<file path="src/rtl/fxp_mul_arb.sv">
// Round-robin arbiter sharing one pipelined signed Q16.16 multiplier among N_REQ lanes.
// Optional saturation of the final result is enabled by defining FXP_MUL_SAT_EN.
module fxp_mul_arb #(
    parameter int unsigned N_REQ   = 4,
    parameter int unsigned MUL_LAT = 2,
    parameter int unsigned FRAC    = 16
) (
    input  logic                clk,
    input  logic                rst,
    input  logic [N_REQ-1:0]    req_valid,
    output logic [N_REQ-1:0]    req_ready,
    input  logic [N_REQ*32-1:0] req_a,
    input  logic [N_REQ*32-1:0] req_b,
    output logic [N_REQ-1:0]    rsp_valid,
    output logic [N_REQ*32-1:0] rsp_data,
    output logic                busy
);
    localparam int unsigned TagW = (N_REQ > 1) ? $clog2(N_REQ) : 1;

    logic [TagW-1:0]              ptr_q, ptr_d;
    logic                         gnt_any;
    logic [TagW-1:0]              gnt_idx;
    int unsigned                  idx;
    logic [31:0]                  a_sel, b_sel;
    logic signed [63:0]           prod;
    logic [MUL_LAT-1:0]           stg_vld_q, stg_vld_d;
    logic [MUL_LAT-1:0][TagW-1:0] stg_tag_q, stg_tag_d;
    logic [MUL_LAT-1:0][63:0]     stg_prod_q, stg_prod_d;
    logic [N_REQ*32-1:0]          hold_q, hold_d;
    logic signed [63:0]           shifted;
    logic [31:0]                  result;
    logic                         unused_shift_hi;

    // First requesting lane at or above the pointer, wrapping; nothing is granted in reset.
    always_comb begin
        gnt_any   = 1'b0;
        gnt_idx   = '0;
        idx       = 0;
        req_ready = '0;
        for (int unsigned k = 0; k < N_REQ; k++) begin
            idx = (32'(ptr_q) + k) % N_REQ;
            if (!gnt_any && req_valid[idx]) begin
                gnt_any = 1'b1;
                gnt_idx = TagW'(idx);
            end
        end
        if (rst) begin
            gnt_any = 1'b0;
        end
        req_ready[gnt_idx] = gnt_any;

        ptr_d = ptr_q;
        if (gnt_any) begin
            ptr_d = (gnt_idx == TagW'(N_REQ - 1)) ? '0 : gnt_idx + TagW'(1);
        end
    end

    always_comb begin
        a_sel = req_a[32*gnt_idx +: 32];
        b_sel = req_b[32*gnt_idx +: 32];
        prod  = $signed({{32{a_sel[31]}}, a_sel}) * $signed({{32{b_sel[31]}}, b_sel});

        stg_vld_d     = stg_vld_q;
        stg_tag_d     = stg_tag_q;
        stg_prod_d    = stg_prod_q;
        stg_vld_d[0]  = gnt_any;
        stg_tag_d[0]  = gnt_idx;
        stg_prod_d[0] = prod;
        for (int unsigned i = 1; i < MUL_LAT; i++) begin
            stg_vld_d[i]  = stg_vld_q[i-1];
            stg_tag_d[i]  = stg_tag_q[i-1];
            stg_prod_d[i] = stg_prod_q[i-1];
        end
    end

    // Final stage: floor shift back to Q16.16, then wrap or saturate.
    always_comb begin
        shifted = $signed(stg_prod_q[MUL_LAT-1]) >>> FRAC;
        result  = shifted[31:0];
`ifdef FXP_MUL_SAT_EN
        unused_shift_hi = 1'b0;
        if (shifted > 64'sh0000_0000_7FFF_FFFF) begin
            result = 32'h7FFF_FFFF;
        end else if (shifted < 64'shFFFF_FFFF_8000_0000) begin
            result = 32'h8000_0000;
        end
`else
        unused_shift_hi = ^shifted[63:32];
`endif
    end

    // Each lane's data holds its last result between pulses.
    always_comb begin
        rsp_valid = '0;
        rsp_data  = hold_q;
        for (int unsigned i = 0; i < N_REQ; i++) begin
            if (stg_vld_q[MUL_LAT-1] && (stg_tag_q[MUL_LAT-1] == TagW'(i))) begin
                rsp_valid[i]         = 1'b1;
                rsp_data[32*i +: 32] = result;
            end
        end
        hold_d = rsp_data;
        busy   = |stg_vld_q;
    end

    always_ff @(posedge clk) begin
        if (rst) begin
            ptr_q      <= '0;
            stg_vld_q  <= '0;
            stg_tag_q  <= '0;
            stg_prod_q <= '0;
            hold_q     <= '0;
        end else begin
            ptr_q      <= ptr_d;
            stg_vld_q  <= stg_vld_d;
            stg_tag_q  <= stg_tag_d;
            stg_prod_q <= stg_prod_d;
            hold_q     <= hold_d;
        end
    end
endmodule
</file>
<file path="config.mk">
export PLATFORM = sky130hd
export DESIGN_NAME = fxp_mul_arb
export DESIGN_NICKNAME = d
export VERILOG_FILES = /design/src/rtl/fxp_mul_arb.sv
export SDC_FILE = /design/constraint.sdc
export NUM_CORES = 2
export LEC_CHECK = 0
export ABC_AREA = 1
export CORE_ASPECT_RATIO = 0.5
export CORE_MARGIN = 4
export CORE_UTILIZATION = 45
export DETAILED_ROUTE_END_ITERATION = 8
export PLACE_DENSITY = 0.69
export SLEW_MARGIN = 20
export SYNTH_ARGS = -nofsm -noshare
export SYNTH_HDL_FRONTEND = slang
export SYNTH_SLANG_ARGS = --single-unit
</file>
<file path="constraint.sdc">
create_clock -name clk -period 12.09 [get_ports clk]
set_clock_uncertainty 0.1 [all_clocks]
set_input_delay 2.418 -clock clk [delete_from_list [all_inputs] [get_ports clk]]
set_output_delay 2.418 -clock clk [all_outputs]
set_load 0.1 [all_outputs]
</file>
======== Word level (Yosys, flattened, before mapping) ========
Index checks and enable logic that the tools add are counted.
word-level totals
  register bits after elaboration ......... 232
  bits in latches ......................... 0
  memory bits (writable) .................. 0
  bits in read-only memories .............. 0
  input port bits ......................... 262
  output and inout port bits .............. 137
  logic and storage cells ................. 66
  memories ................................ 0
cells by class
  $add $sub $neg .......................... 4
  multiply operators ...................... 1
  divide/modulo/power cells ............... 0
  $lt $le $gt $ge ......................... 6
  equality and inequality tests ........... 4
  shift-type cells ........................ 2
  multiplexer cells ....................... 28
  bitwise gates (word level) .............. 1
  reduce and logical (&&, ||, !) cells .... 13
operators by type and width
  kind                                                                          count
  128-bit by 8-bit indexed part select with 32-bit output                       2
  32-bit 2-to-1 mux                                                             4
  32-bit by 32-bit multiplier with 48-bit output                                1
  2-bit by 3-bit less-than comparator with 1-bit output, second input constant  5
  1-bit 2-to-1 mux                                                              14
  2-bit 2-to-1 mux                                                              5
  1-bit binary-select mux with 2-bit select                                     4
  1-bit logical AND                                                             8
  2-bit == test, second input constant                                          3
  2-bit by 1-bit adder with 2-bit output, second input constant                 2
  2-bit adder, second input constant                                            2
  4-bit bitwise AND                                                             1
  1-bit logical NOT                                                             3
  1-bit demux with 2-bit select                                                 1
  2-bit by 1-bit == test with 1-bit output, second input constant               1
  2-bit by 1-bit >= comparator with 1-bit output, second input constant         1
  2-bit logical NOT                                                             1
  2-bit OR reduction                                                            1

======== Longest topological paths before layout ========
  depth in word-level cells ............... 17
  gate-level depth with buffers ........... 50
  gate-level depth less buffers ........... 46

======== Worst setup path after synthesis ========
OpenSTA, ideal clock, no wires.
  path kind ............................... input to register
  start point ............................. input req_valid[3]
  end point ............................... register stg_prod_q, in the netlist stg_prod_d[111]
  setup time .............................. 0.115 ns
  arrival time ............................ 10.083 ns
  required time ........................... 11.875 ns
  path slack .............................. 1.792 ns
  stages on the path ...................... 36
  path buffers ............................ 6
  path through ............................ inv_1 nand2_1 nand3_1 nand2_2 nor2_4 nand3_4 nand3_4 buf_6 buf_8 buf_6 buf_2 buf_2 a21oi_1 a32oi_1 buf_2 nor2_1 fa_1 fa_1 inv_1 fa_1 fa_1 fa_1 fa_1 fa_1 fa_1 inv_1 ha_1 nand2_1 nor2_1 inv_1 nor4_1 a221oi_1 nand2_1 nand3_1 nand2_1 nor2_1
on the way
  cells in the longest elaborated chain, start to end .. 14
  elaborated cells on any way between the ends .. 24
  classes of those cells .................. mul: 1; shift: 2; mux: 15; reduce/logical: 6
ends and longest elaborated chain
  item                                                                               line    text
  start: declaration                                                                 10      input logic [N_REQ-1:0] req_valid,
  1-bit binary-select mux with 2-bit select                                          42      if (!gnt_any && req_valid[idx]) begin
  1-bit 2-to-1 mux (implied by the code)                                             42
  1-bit 2-to-1 mux                                                                   42
  1-bit logical NOT                                                                  42
  1-bit logical AND                                                                  42
  1-bit 2-to-1 mux                                                                   42
  1-bit logical NOT                                                                  42
  1-bit logical AND                                                                  42
  1-bit 2-to-1 mux                                                                   42
  1-bit logical NOT                                                                  42
  1-bit logical AND                                                                  42
  2-bit 2-to-1 mux *                                                                 42
  128-bit by 8-bit indexed part select with 32-bit output, on equally long branches  59, 60
  32-bit by 32-bit multiplier with 48-bit output *                                   61      prod = $signed({{32{a_sel[31]}}, a_sel}) * $signed({{32{b_sel[31]}}, b_sel});
  end signal: assignment                                                             117     stg_prod_q <= stg_prod_d;
  end: declaration                                                                   28      logic [MUL_LAT-1:0][63:0] stg_prod_q, stg_prod_d;
Mark *: on every way between the ends. The rest lies on a longest branch, timed or not. The select of a mux whose other input is x is not followed.
A chain may end at the register's enable or synchronous reset.

======== Worst setup path in the final report ========
  start point ............................. input req_valid[3]
  end point ............................... register stg_prod_q, in the netlist stg_prod_d[109]
The elaborated chain is that of the path after synthesis.

==> impl_metrics.tcl <==
set metrics [dict create \
    status "finished with violations" \
    violations "design-rule violations" \
    holdCritStartpoint "stg_prod_d[95]" \
    critPathMaxFanout 94 \
    insertion_delay_ns 0.47 \
    r2r-start "ptr_q[0]" \
    synth_edf_count 0 \
    layout-drive-gt1-share 0.0698 \
    dp_hpwl_um 116000 \
    synth_compound_area_frac 0.0690 \
    cap_violations 0 \
    yosysUniqueCellTypes 50 \
    nets 6614 \
    yosys_warnings 0 \
    syn_area_um2 39300 \
    r2r_cells 35 \
    drc_errors 1 \
    ys_ff_latch 200 \
    finalWirelength_um 140000 \
    rr_endpoint "stg_prod_d[109]" \
    async_reset_ff_frac 0 \
    grt_pass1_wl_um 215000 \
    drt.antenna.violating_nets 0 \
    path_class "in2reg" \
    end_kind "flip-flop" \
    port_buffers 398 \
    wl_per_cell_um 21.4 \
    gp_congestion 1.02 \
    cts.path.max_buffers 2 \
    dr.pass1.iters 8 \
    required_ns 12.33 \
    die_h_um 217 \
    crit_slowest_cell "fa_1" \
    ios 399 \
    dieWidth_um 426 \
    ys.flop_type "dfxtp_1" \
    fmax_ghz 0.0861 \
    syn_inst 5042 \
    finalCriticalPeriod_ns 11.61 \
    min_period_over_period 0.960 \
    syn_area_per_cell_um2 7.80 \
    synthSimpleGateAreaFrac 0.197 \
    synth_top_family_by_area "adder cells" \
    clk_pin_slew_ns 0.07 \
    hold_depth 2 \
    r2r_slack_ns 1.94 \
    cts_root_buf "clkbuf_16" \
    post_cts_buffers 0 \
    grtUsageTotal 0.307 \
    ctsHtreeMaxLevel 4 \
    path_common_cell "fa_1" \
    clock_sinks 200 \
    cpPeakStageDelay_ns 0.65 \
    hp-class "reg2reg" \
    area_growth_pct 15.6 \
    start_kind "primary input" \
    cts_hold_buf 0 \
    post_dp_cell_area_um2 44800 \
    overflow 0 \
    rsz0062_at_grt "no" \
    max_slew.worst_pin.slew_ns 1.07 \
    vias_per_cell 5.33 \
    cts_buffers 17 \
    hold_path_end "result[15]" \
    finalSetupViolCount 0 \
    dieArea_um2 92500 \
    vias 34790 \
    cts_tree "built" \
    finalHoldViolCount 0 \
    synthAdderAreaFrac 0.479 \
    yosys.area_share.xor_xnor 0.00334 \
    start_util 0.456 \
    relSlewSlack 0.283 \
    cp.arrival_ns 11.85 \
    antenna_found_initial 3 \
    synth.area.mux_share 0.000254 \
    hold_slack_ns 0.298 \
    fin_area_um2 45500 \
    grt_start_max_net_pins 98 \
    grt_pass1_vias 36737 \
    critPathLaunch "req_valid[3]" \
    yosysSeqAreaShare 0.102 \
    rows 76 \
    synthesis.nets 6309 \
    core_um2 86300 \
    maxSlewViolCount 0 \
    drt_iter0_markers 2902 \
]
sequential cells by signal (all words and copies together), names as in the netlist:
register	count
ptr_q	2
stg_tag_q	2
hold_q	128
stg_tag_d	2
result	32
stg_prod_d	32
stg_vld_q	2
logic make-up (layout without fill, tap and decap cells):
kind of cell / after synthesis / after routing
AND/OR/NAND/NOR: 1857 / 1857
buffers and inverters: 1521 / 1839
adder cells (fa/ha/maj): 1005 / 1005
XOR/XNOR: 15 / 15
flip-flops: 200 / 200
other: 0 / 3
multiplexers: 1 / 1
AO/OA/AOI/OAI: 443 / 443
layer usage:
layer	wire length (um)	part of all wire	vias up	GRT usage
li1	-	-	15290	-
met4	7460	0.053	0	0.135
met2	60600	0.43	1837	0.476
met5	0	0	-	0
met3	15400	0.11	371	0.0735
met1	56100	0.40	17292	0.413
cell usage in the layout, fill, tap and decap left out, drive strengths merged:
master,n
nor3,11
or2,162
diode,3
clkbuf,20
nor2,673
ha,167
a21boi,1
clkdlybuf4s50,395
o21bai,4
and3,1
o31ai,2
nand2,857
o221ai,1
a221oi,1
inv,1281
nand3,100
dfxtp,200
mux2i,1
bufinv,3
fa,838
a211oi,65
o211ai,21
a21o,2
o2111ai,1
o211a,1
a31oi,20
nor4,4
clkinv,10
nand4,43
a21oi,168
o21ai,120
a32oi,25
xor2,5
clkinvlp,1
o221a,1
xnor2,10
buf,129
nand3b,6
o21a,10
synthesized netlist by cell type (all sizes together), types with 2 or more instances:
cell	number	share of area
a211oi	65	0.012
a21o	2	0.00038
inv	1276	0.12
dfxtp	200	0.10
buf	90	0.013
a31oi	20	0.0032
nor4	4	0.00064
o211ai	21	0.0040
nand2	857	0.083
clkbuf	148	0.014
nor3	11	0.0014
nand3b	6	0.0011
o21bai	4	0.00076
fa	838	0.43
xor2	5	0.0011
nor2	673	0.065
o31ai	2	0.00038
xnor2	10	0.0022
or2	162	0.026
clkinv	7	0.00067
nand4	43	0.0068
o21ai	120	0.015
ha	167	0.053
a21oi	168	0.021
nand3	100	0.013
o21a	10	0.0019
a32oi	25	0.0079
worst max-delay path: cells and delay by family:
kind,cells,cell delay (ns)
compound gates,2,0.30
buf+inv,9,2.08
simple gates,15,2.53
fa+ha+maj,9,4.44
repair_timing:
item / in CTS / in global routing
endpoints found under the setup margin: 0 / 1
endpoints found under the hold margin: 0 / 0
resized for setup: 0 / 1
metrics by stage:
stage           util  cells  setup slack, ns  TNS (ns)
3_3_place_gp   0.519   6498           -0.101    -0.101
2_1_floorplan      -   5042             1.79         0
3_5_place_dp   0.519   6498           -0.106    -0.106
6_report       0.527   6533            0.481         0
5_1_grt        0.527   6533           0.0715         0
4_1_cts        0.527   6530            0.364         0
worst max-delay path by stage:
stage                      endpoint
finish              stg_prod_d[109]
global placement    stg_prod_d[109]
CTS                 stg_prod_d[109]
floorplan           stg_prod_d[111]
detailed placement  stg_prod_d[109]
global route        stg_prod_d[109]
area by class of cell:
type,count,area (um2)
fillers,8283,40900
multi-input cells,3321,29500
repair buffers,524,5060
inverters,1283,4820
flip-flops and latches,200,4000
well taps,1170,1460
clock buffers,20,437
clock inverters,12,183
diodes,3,7.51
Power is left out: the tool's default activity adds up to more than one toggle a clock period on the data nets, which glitch-free logic cannot reach.
